**src/rtl/fifo_stream_downsizer_if.sv**
```systemverilog
// FIFO read port plus narrow valid/ready beat stream seen by fifo_stream_downsizer.
// master = downsizer side, slave = FIFO/sink side.
interface fifo_stream_downsizer_if #(
   parameter int DATA_WITH = 16,
   parameter int OUT_WITH  = 8
);
   logic                 fifo_empty;
   logic [DATA_WITH-1:0] fifo_data;
   logic                 fifo_read;
   logic                 m_valid;
   logic                 m_ready;
   logic [OUT_WITH-1:0]  m_data;
   logic                 m_last;
   logic                 m_parity;

   modport master (
      input  fifo_empty, fifo_data, m_ready,
      output fifo_read, m_valid, m_data, m_last, m_parity
   );

   modport slave (
      output fifo_empty, fifo_data, m_ready,
      input  fifo_read, m_valid, m_data, m_last, m_parity
   );
endinterface

```
**src/rtl/fifo_stream_downsizer.sv**
```systemverilog
// Splits each FIFO word into DATA_WITH/OUT_WITH beats; first beat 2 cycles after fifo_read, LANES+1 cycles/word.
// Beats hold under m_ready backpressure; FIFO_STREAM_PARITY_EN adds even parity on m_parity.
module fifo_stream_downsizer #(
   parameter int DATA_WITH = 16,
   parameter int OUT_WITH  = 8,
   parameter bit MSB_FIRST = 1'b1
) (
   input  logic                     i_clk,
   input  logic                     i_rst_n,
   fifo_stream_downsizer_if.master  io_bus,
   output logic                     o_busy
);

   localparam int LANES  = DATA_WITH / OUT_WITH;
   localparam int LANE_W = (LANES > 1) ? $clog2(LANES) : 1;
   localparam logic [LANE_W-1:0] LAST_LANE = LANE_W'(LANES - 1);

   typedef enum logic [1:0] {
      IDLE = 2'd0,
      LOAD = 2'd1,
      SEND = 2'd2
   } state_t;

   state_t               r_state;
   state_t               w_state_nxt;
   logic [LANE_W-1:0]    r_lane;
   logic [LANE_W-1:0]    w_lane_nxt;
   logic [DATA_WITH-1:0] r_shift;
   logic                 w_read;
   logic                 w_load;
   logic                 w_shift_en;
   logic                 w_valid;
   logic                 w_hs;
   logic [OUT_WITH-1:0]  w_data;

   assign w_valid = (r_state == SEND);
   assign w_hs    = w_valid && io_bus.m_ready;

   // The outgoing lane always sits at the end selected by MSB_FIRST; shifting
   // after each accepted beat brings the next lane into place.
   assign w_data = MSB_FIRST ? r_shift[DATA_WITH-1 -: OUT_WITH] : r_shift[OUT_WITH-1:0];

   always_comb begin
      w_state_nxt = r_state;
      w_lane_nxt  = r_lane;
      w_read      = 1'b0;
      w_load      = 1'b0;
      w_shift_en  = 1'b0;
      case (r_state)
         IDLE: begin
            if (!io_bus.fifo_empty) begin
               w_read      = 1'b1;
               w_state_nxt = LOAD;
            end
         end
         LOAD: begin
            w_load      = 1'b1;
            w_lane_nxt  = '0;
            w_state_nxt = SEND;
         end
         SEND: begin
            if (w_hs) begin
               if (r_lane == LAST_LANE) begin
                  if (!io_bus.fifo_empty) begin
                     w_read      = 1'b1;
                     w_state_nxt = LOAD;
                  end else begin
                     w_state_nxt = IDLE;
                  end
               end else begin
                  w_lane_nxt = r_lane + LANE_W'(1);
                  w_shift_en = 1'b1;
               end
            end
         end
         default: begin
            w_state_nxt = IDLE;
         end
      endcase
   end

   always_ff @(posedge i_clk or negedge i_rst_n) begin
      if (!i_rst_n) begin
         r_state <= IDLE;
         r_lane  <= '0;
         r_shift <= '0;
      end else begin
         r_state <= w_state_nxt;
         r_lane  <= w_lane_nxt;
         if (w_load) begin
            r_shift <= io_bus.fifo_data;
         end else if (w_shift_en) begin
            r_shift <= MSB_FIRST ? (r_shift << OUT_WITH) : (r_shift >> OUT_WITH);
         end
      end
   end

   // Read request is combinational from IDLE, so it must be masked while reset is held.
   assign io_bus.fifo_read = w_read && i_rst_n;
   assign io_bus.m_valid   = w_valid;
   assign io_bus.m_data    = w_data;
   assign io_bus.m_last    = w_valid && (r_lane == LAST_LANE);
   assign o_busy           = (r_state != IDLE);

`ifdef FIFO_STREAM_PARITY_EN
   assign io_bus.m_parity = w_valid && (^w_data);
`else
   assign io_bus.m_parity = 1'b0;
`endif

endmodule

```
**src/flat_wrapper.sv**
```systemverilog
// flat-port wrapper written by rule: the top's interface ports become plain ports
module fifo_stream_downsizer_flat 
#(
   parameter int DATA_WITH = 16,
   parameter int OUT_WITH  = 8,
   parameter bit MSB_FIRST = 1'b1
)
  (i_clk, i_rst_n, o_busy, io_bus_fifo_empty, io_bus_fifo_data, io_bus_m_ready, io_bus_fifo_read, io_bus_m_valid, io_bus_m_data, io_bus_m_last, io_bus_m_parity);
  fifo_stream_downsizer_if #(.DATA_WITH(DATA_WITH), .OUT_WITH(OUT_WITH)) io_bus_i ();
  input  logic i_clk;
  input  logic i_rst_n;
  output logic o_busy;
  input wire logic [$bits(io_bus_i.fifo_empty)-1:0] io_bus_fifo_empty;
  input wire logic [$bits(io_bus_i.fifo_data)-1:0] io_bus_fifo_data;
  input wire logic [$bits(io_bus_i.m_ready)-1:0] io_bus_m_ready;
  output wire logic [$bits(io_bus_i.fifo_read)-1:0] io_bus_fifo_read;
  output wire logic [$bits(io_bus_i.m_valid)-1:0] io_bus_m_valid;
  output wire logic [$bits(io_bus_i.m_data)-1:0] io_bus_m_data;
  output wire logic [$bits(io_bus_i.m_last)-1:0] io_bus_m_last;
  output wire logic [$bits(io_bus_i.m_parity)-1:0] io_bus_m_parity;
  assign io_bus_i.fifo_empty = io_bus_fifo_empty;
  assign io_bus_i.fifo_data = io_bus_fifo_data;
  assign io_bus_i.m_ready = io_bus_m_ready;
  assign io_bus_fifo_read = io_bus_i.fifo_read;
  assign io_bus_m_valid = io_bus_i.m_valid;
  assign io_bus_m_data = io_bus_i.m_data;
  assign io_bus_m_last = io_bus_i.m_last;
  assign io_bus_m_parity = io_bus_i.m_parity;
  fifo_stream_downsizer #(.DATA_WITH(DATA_WITH), .OUT_WITH(OUT_WITH), .MSB_FIRST(MSB_FIRST)) u_core (.i_clk(i_clk), .i_rst_n(i_rst_n), .io_bus(io_bus_i), .o_busy(o_busy));
endmodule
```
**config.mk**
```make
export PLATFORM = sky130hd
export DESIGN_NAME = fifo_stream_downsizer_flat
export DESIGN_NICKNAME = d
export VERILOG_FILES = /design/src/rtl/fifo_stream_downsizer_if.sv /design/src/rtl/fifo_stream_downsizer.sv /design/src/flat_wrapper.sv
export SDC_FILE = /design/constraint.sdc
export NUM_CORES = 1
export LEC_CHECK = 0
export BUFFER_PORTS_ARGS = -buffer_cell sky130_fd_sc_hd__buf_2
export CAP_MARGIN = 25
export CORE_MARGIN = 5
export CORE_UTILIZATION = 43
export DETAILED_ROUTE_END_ITERATION = 8
export PLACE_DENSITY = 0.8
export SYNTH_ARGS = -nofsm -noshare
export SYNTH_HDL_FRONTEND = slang
export SYNTH_SLANG_ARGS = --single-unit
```
**constraint.sdc**
```tcl
create_clock -name i_clk -period 1.28 [get_ports i_clk]
set_input_delay 0.128 -clock i_clk [delete_from_list [all_inputs] [get_ports i_clk]]
set_output_delay 0.128 -clock i_clk [all_outputs]
set_load 0.1 [all_outputs]
```
==> results.sh, run 1 <==
export IMPL_synth_top_cell_area_share_pct=50.9
export IMPL_antenna_found_initial=0
export IMPL_maxCapViolations=0
export IMPL_drc_errors=0
export IMPL_clk_latency_ns=0.30
export IMPL_clock_sinks=19
export IMPL_synth_seq_area_share_pct=50.9
export IMPL_multiInputGateArea_um2=375
export IMPL_die_h_um=56.6
export IMPL_synth_top_cell_by_area="dfrtp_1"
export IMPL_drive_above_1_share_pct=47.1
export IMPL_first_iter_violations=19
export IMPL_fin_util_pct=65.7
export IMPL_fin_cells=163
export IMPL_diodes=0
export IMPL_dpl_cell_count=146
export IMPL_worstSetupPathType="reg2out"
export IMPL_grt_pass1_wl_um=3480
export IMPL_end_kind="output pin"
export IMPL_rsz0062_at_grt="true"
export IMPL_clk_path_buf_depth=2
export IMPL_hold_class="in2reg"
export IMPL_cts_tree="done"
export IMPL_grt_usage_pct=14.3
export IMPL_slew_viol_final=0
export IMPL_fillers=152
export IMPL_cts_buffers=3
export IMPL_hold_worst_slack_ns=0.0302
export IMPL_wire_per_inst_um=14.3
export IMPL_via_per_inst=4.77
export IMPL_nets=157
export IMPL_timing_fmax_ghz=0.648
export IMPL_die_area_um2=3200
export IMPL_root_buffer="clkbuf_4"
export IMPL_clk_pin_slew_ns=0.11
export IMPL_portBuffers=31
export IMPL_status="finished, violations left"
export IMPL_grt_max_degree=20
export IMPL_syn_avg_cell_area_um2=9.62
export IMPL_syn_num_nets=117
export IMPL_grt_ovfl_total=0
export IMPL_setup_viol=20
export IMPL_start_util_pct=46.2
export IMPL_fin_crit_sh_pct=121
export IMPL_dieWidth_um=56.6
export IMPL_htree_levels=1
export IMPL_failed_checks="setup timing"
export IMPL_setup_ws_ns=-0.263
export IMPL_area_growth_pct=42.4
export IMPL_gp_congestion=0.711
export IMPL_first_global_vias=745
export IMPL_preCtsSetupSlack_ns=-0.0213
export IMPL_syn_area_um2=933
export IMPL_ios=33
export IMPL_crit_path_start_kind="register"
export IMPL_skew_ns=0.00284
export IMPL_rows=16
export IMPL_dr_pass1_iters=5
export IMPL_postRouteAntennaNets=0
export IMPL_cp_arrival_ns=1.41
export IMPL_critical_path_required_ns=1.15
export IMPL_yosysWarningCount=0
export IMPL_vias=778
export IMPL_yosys_cell_types_count=18
export IMPL_netlist_instances=97
export IMPL_dp_hpwl_um=1400
export IMPL_drt_total_wl_um=2340
export IMPL_path_max_fanout=2
export IMPL_core_um2=2020
export IMPL_ys_seq_elements=19
export IMPL_synth_area_leaders="dfrtp_1 51%, nand2_1 11%, mux2i_1 8.6%, o21ai_0 8.6%, buf_4 8.0%"
export IMPL_fin_crit_ns=1.54
export IMPL_ff_latch_area_um2=477
export IMPL_hold_viol_final=0
==> timing repair <==
action | CTS | global route
endpoints found under the setup margin | 10 | 20
buffers inserted | 7 | 4
cloned | 1 | 0
hold buffers | 1 | 0
hold endpoints to repair | 19 | 0
gates resized for setup | 25 | 9
pin swaps | 5 | 4
==> synthesized netlist by cell type <==
cell      instances
a21oi_1           1
buf_4            10
and2_1            2
conb_1            1
and4bb_1          1
a211oi_1          1
clkbuf_1          1
nand2b_1          1
mux2i_1           8
o21ai_0          16
o21ai_1           2
nor2b_1           2
or2_2             1
dfrtp_1          19
buf_12            1
nand2_1          27
buf_6             1
buf_2             2
==> flip-flops by register name, summed over array words and instances, names as in the netlist <==
name,flops
u_core.r_state,2
u_core.r_lane,1
u_core.r_shift,16
==> critical path, cell delays in order, from the launching register on <==
cell and delay, ns:
dfrtp_1 0.39, nand2_2 0.07, a211oi_2 0.27, and2_4 0.21, buf_12 0.17
==> layer usage <==
layer  GRT usage [%]  up-vias  share of wire, %
met5               0        -                 0
met4            8.14        0               1.2
met3            2.52        2               6.5
met2            24.3       31                52
met1            16.8      357                41
li1                -      388                 -
==> cell families after synthesis <==
logic type / after synthesis / synth area share [%]
other cells: 1 / 0.402
flops: 19 / 50.9
compound gates: 20 / 11.0
simple gates: 34 / 16.2
buf+inv: 15 / 12.9
mux: 8 / 8.58
==> placed cells by master (no fill, tap or decap) <==
cell and instances:
buf_2 27, nand2_1 26, dfrtp_1 18, o21ai_1 13, buf_4 10, mux2i_1 8, buf_6 6, buf_12 5
o21ai_2 3, clkbuf_4 3, and2_4 2, o21ai_0 2, or2_4 1, nor2b_4 1, nand2_2 1, a211oi_2 1
and4bb_4 1, nand2b_1 1, nor2b_1 1, a21oi_1 1, conb_1 1, clkinv_2 1, buf_16 1, dlygate4sd3_1 1
dfrtp_2 1
==> worst paths after layout <==
kind	startpoint	end	slack, ns	cells past startpoint
setup / recovery	u_core.r_lane	io_bus_fifo_read	-0.26	4
min in group asynchronous	i_rst_n	u_core.r_shift[1]	0.34	3
hold / removal	io_bus_fifo_data[14]	u_core.r_shift[14]	0.03	3
setup reg to reg	u_core.r_lane	u_core.r_shift[15]	-0.23	6
max in group asynchronous	i_rst_n	u_core.r_state[1]	0.73	3
hold reg to reg	u_core.r_shift[2]	u_core.r_shift[2]	0.52	2
==> through the flow <==
step	area (um2)	setup TNS (ns)
finish	1330	-3.22
global route	1330	-4.03
CTS	1270	-1.41
detailed placement	1120	-0.0371
global placement	1120	0
floorplan	946	-0.326
==> final cells by class <==
cell class | instances | share of cell area, %
Clock buffer | 3 | 1.69
Sequential cell | 19 | 35.9
Multi-Input combinational cell | 63 | 28.2
Timing Repair Buffer | 50 | 31.3
Tap cell | 27 | 2.54
Clock inverter | 1 | 0.377
Power of run 1 is left out: the tool's default activity adds up to more than one toggle a clock period on the data nets, which glitch-free logic cannot reach.
==> inputs of run 2 (changes only) <==
--- a/config.mk
+++ b/config.mk
@@ -7,9 +7,11 @@
 export LEC_CHECK = 0
 export BUFFER_PORTS_ARGS = -buffer_cell sky130_fd_sc_hd__buf_2
 export CAP_MARGIN = 25
+export CORE_ASPECT_RATIO = 0.8
 export CORE_MARGIN = 5
 export CORE_UTILIZATION = 43
 export DETAILED_ROUTE_END_ITERATION = 8
+export GPL_TIMING_DRIVEN = 0
 export PLACE_DENSITY = 0.8
 export SYNTH_ARGS = -nofsm -noshare
 export SYNTH_HDL_FRONTEND = slang
==> results.sh, run 2 (synthesized netlist as in run 1, its figures left out) <==
export IMPL_status="finished, violations left"
export IMPL_failed_checks="setup timing"
export IMPL_vias=852
export IMPL_worstPathCellList="nand2_1, a211oi_2, and2_4, buf_12"
export IMPL_grt_usage_pct=15.2
export IMPL_final_common_cell="nand2_1"
export IMPL_maxCapViolations=0
export IMPL_htree_levels=1
export IMPL_dp_hpwl_um=1460
export IMPL_first_global_vias=851
export IMPL_drt_total_wl_um=2570
export IMPL_root_buffer="clkbuf_4"
export IMPL_fin_crit_ns=1.50
export IMPL_gp_congestion=0.747
export IMPL_fin_setup_tns_ns=-2.08
export IMPL_nets=171
export IMPL_drive_above_1_share_pct=54.0
export IMPL_first_iter_violations=9
export IMPL_wl_met3_um=166
export IMPL_clk_latency_ns=0.30
export IMPL_cts_buffers=3
export IMPL_hold_class="in2reg"
export IMPL_clock_sinks=19
export IMPL_cp_arrival_ns=1.37
export IMPL_ios=33
export IMPL_path_max_fanout=2
export IMPL_crit_path_start_kind="register"
export IMPL_slew_viol_final=0
export IMPL_portBuffers=31
export IMPL_crit_buf_inv=1
export IMPL_skew_ns=0.00240
export IMPL_core_um2=2120
export IMPL_timing_fmax_ghz=0.668
export IMPL_m1WireLength_um=984
export IMPL_worstSetupPathType="reg2out"
export IMPL_postRouteAntennaNets=0
export IMPL_drc_errors=0
export IMPL_wire_per_inst_um=14.7
export IMPL_top_regs="u_core.r_shift (16), u_core.r_state (2), u_core.r_lane (1)"
export IMPL_setup_viol=15
export IMPL_area_growth_pct=61.0
export IMPL_end_kind="output pin"
export IMPL_relSlewSlack_pct=42.7
export IMPL_hold_viol_final=0
export IMPL_antenna_found_initial=0
export IMPL_routed_top_layer="met4"
export IMPL_grt_ovfl_total=0
export IMPL_rows=15
export IMPL_dr_pass1_iters=4
export IMPL_clk_pin_slew_ns=0.11
export IMPL_final_cell_mix="27 x nand2_1, 26 x buf_4, 19 x buf_2"
export IMPL_largest_reg_flops=16
export IMPL_setup_ws_ns=-0.217
export IMPL_critical_path_required_ns=1.15
export IMPL_rsz0062_at_grt="true"
export IMPL_slowest_delay_ns=0.40
export IMPL_start_util_pct=44.0
export IMPL_cp_top_family="flip-flops"
export IMPL_via_per_inst=4.87
export IMPL_top_register="u_core.r_shift"
export IMPL_dr_wl_met2_um=1390
export IMPL_cts_tree="done"
export IMPL_tightestPinTransition_ns=0.859
export IMPL_grt_pass1_wl_um=3660
export IMPL_clk_path_buf_depth=2
export IMPL_slowest_stage="dfrtp_1"
export IMPL_dieWidth_um=62.1
export IMPL_fin_crit_sh_pct=117
export IMPL_preCtsSetupSlack_ns=-0.230
export IMPL_grt_max_degree=20
export IMPL_diodes=0
export IMPL_die_area_um2=3210
export IMPL_die_h_um=51.7
[run 2: area by class of cell]
type	count	area [um2]
Sequential cell	19	478
Tap cell	25	31.3
Timing Repair Buffer	51	453
Buffer	13	121
Clock buffer	4	26.3
Fill cell	152	618
Multi-Input combinational cell	63	393
[run 2: stage by stage]
stage / hold WS, ns / area (um2) / std cells / utilization (%)
6_report: 0.0267 / 1500 / 175 / 70.9
5_1_grt: 0.0127 / 1500 / 175 / 70.9
4_1_cts: 0.0242 / 1370 / 166 / 64.4
3_5_place_dp: 0.0996 / 1130 / 153 / 53.4
3_3_place_gp: 0.0861 / 1130 / 153 / 53.4
2_1_floorplan: -0.168 / 946 / 97 / -
[run 2: per-layer routing]
metal | GRT usage (%) | up-vias
met5 | 0 | -
met2 | 27.9 | 23
li1 | - | 416
met4 | 1.06 | 0
met3 | 5.21 | 2
met1 | 17.3 | 411
[run 2: repair_timing]
item | 4_1_cts | 5_1_grt
cloned | 1 | 1
gates resized for setup | 45 | 18
setup buffers | 9 | 8
setup endpoints to repair | 28 | 22
pin swaps | 4 | 6
hold buffers | 1 | 0
hold endpoints to repair | 19 | 0
[run 2: worst min-delay path, stage by stage]
cell,delay [ns]
buf_2,0.07
nand2_1,0.05
o21ai_2,0.05
[run 2: final timing paths]
path / from / to / slack (ns) / cells after the start
max: u_core.r_lane / io_bus_fifo_read / -0.22 / 4
min: io_bus_fifo_data[3] / u_core.r_shift[3] / 0.03 / 3
max reg2reg: u_core.r_lane / u_core.r_shift[11] / -0.18 / 5
min reg2reg: u_core.r_shift[7] / u_core.r_shift[7] / 0.54 / 2
max in group asynchronous: i_rst_n / u_core.r_state[0] / 0.60 / 2
min in group asynchronous: i_rst_n / u_core.r_shift[14] / 0.10 / 2
Power of run 2 is left out for the same reason.
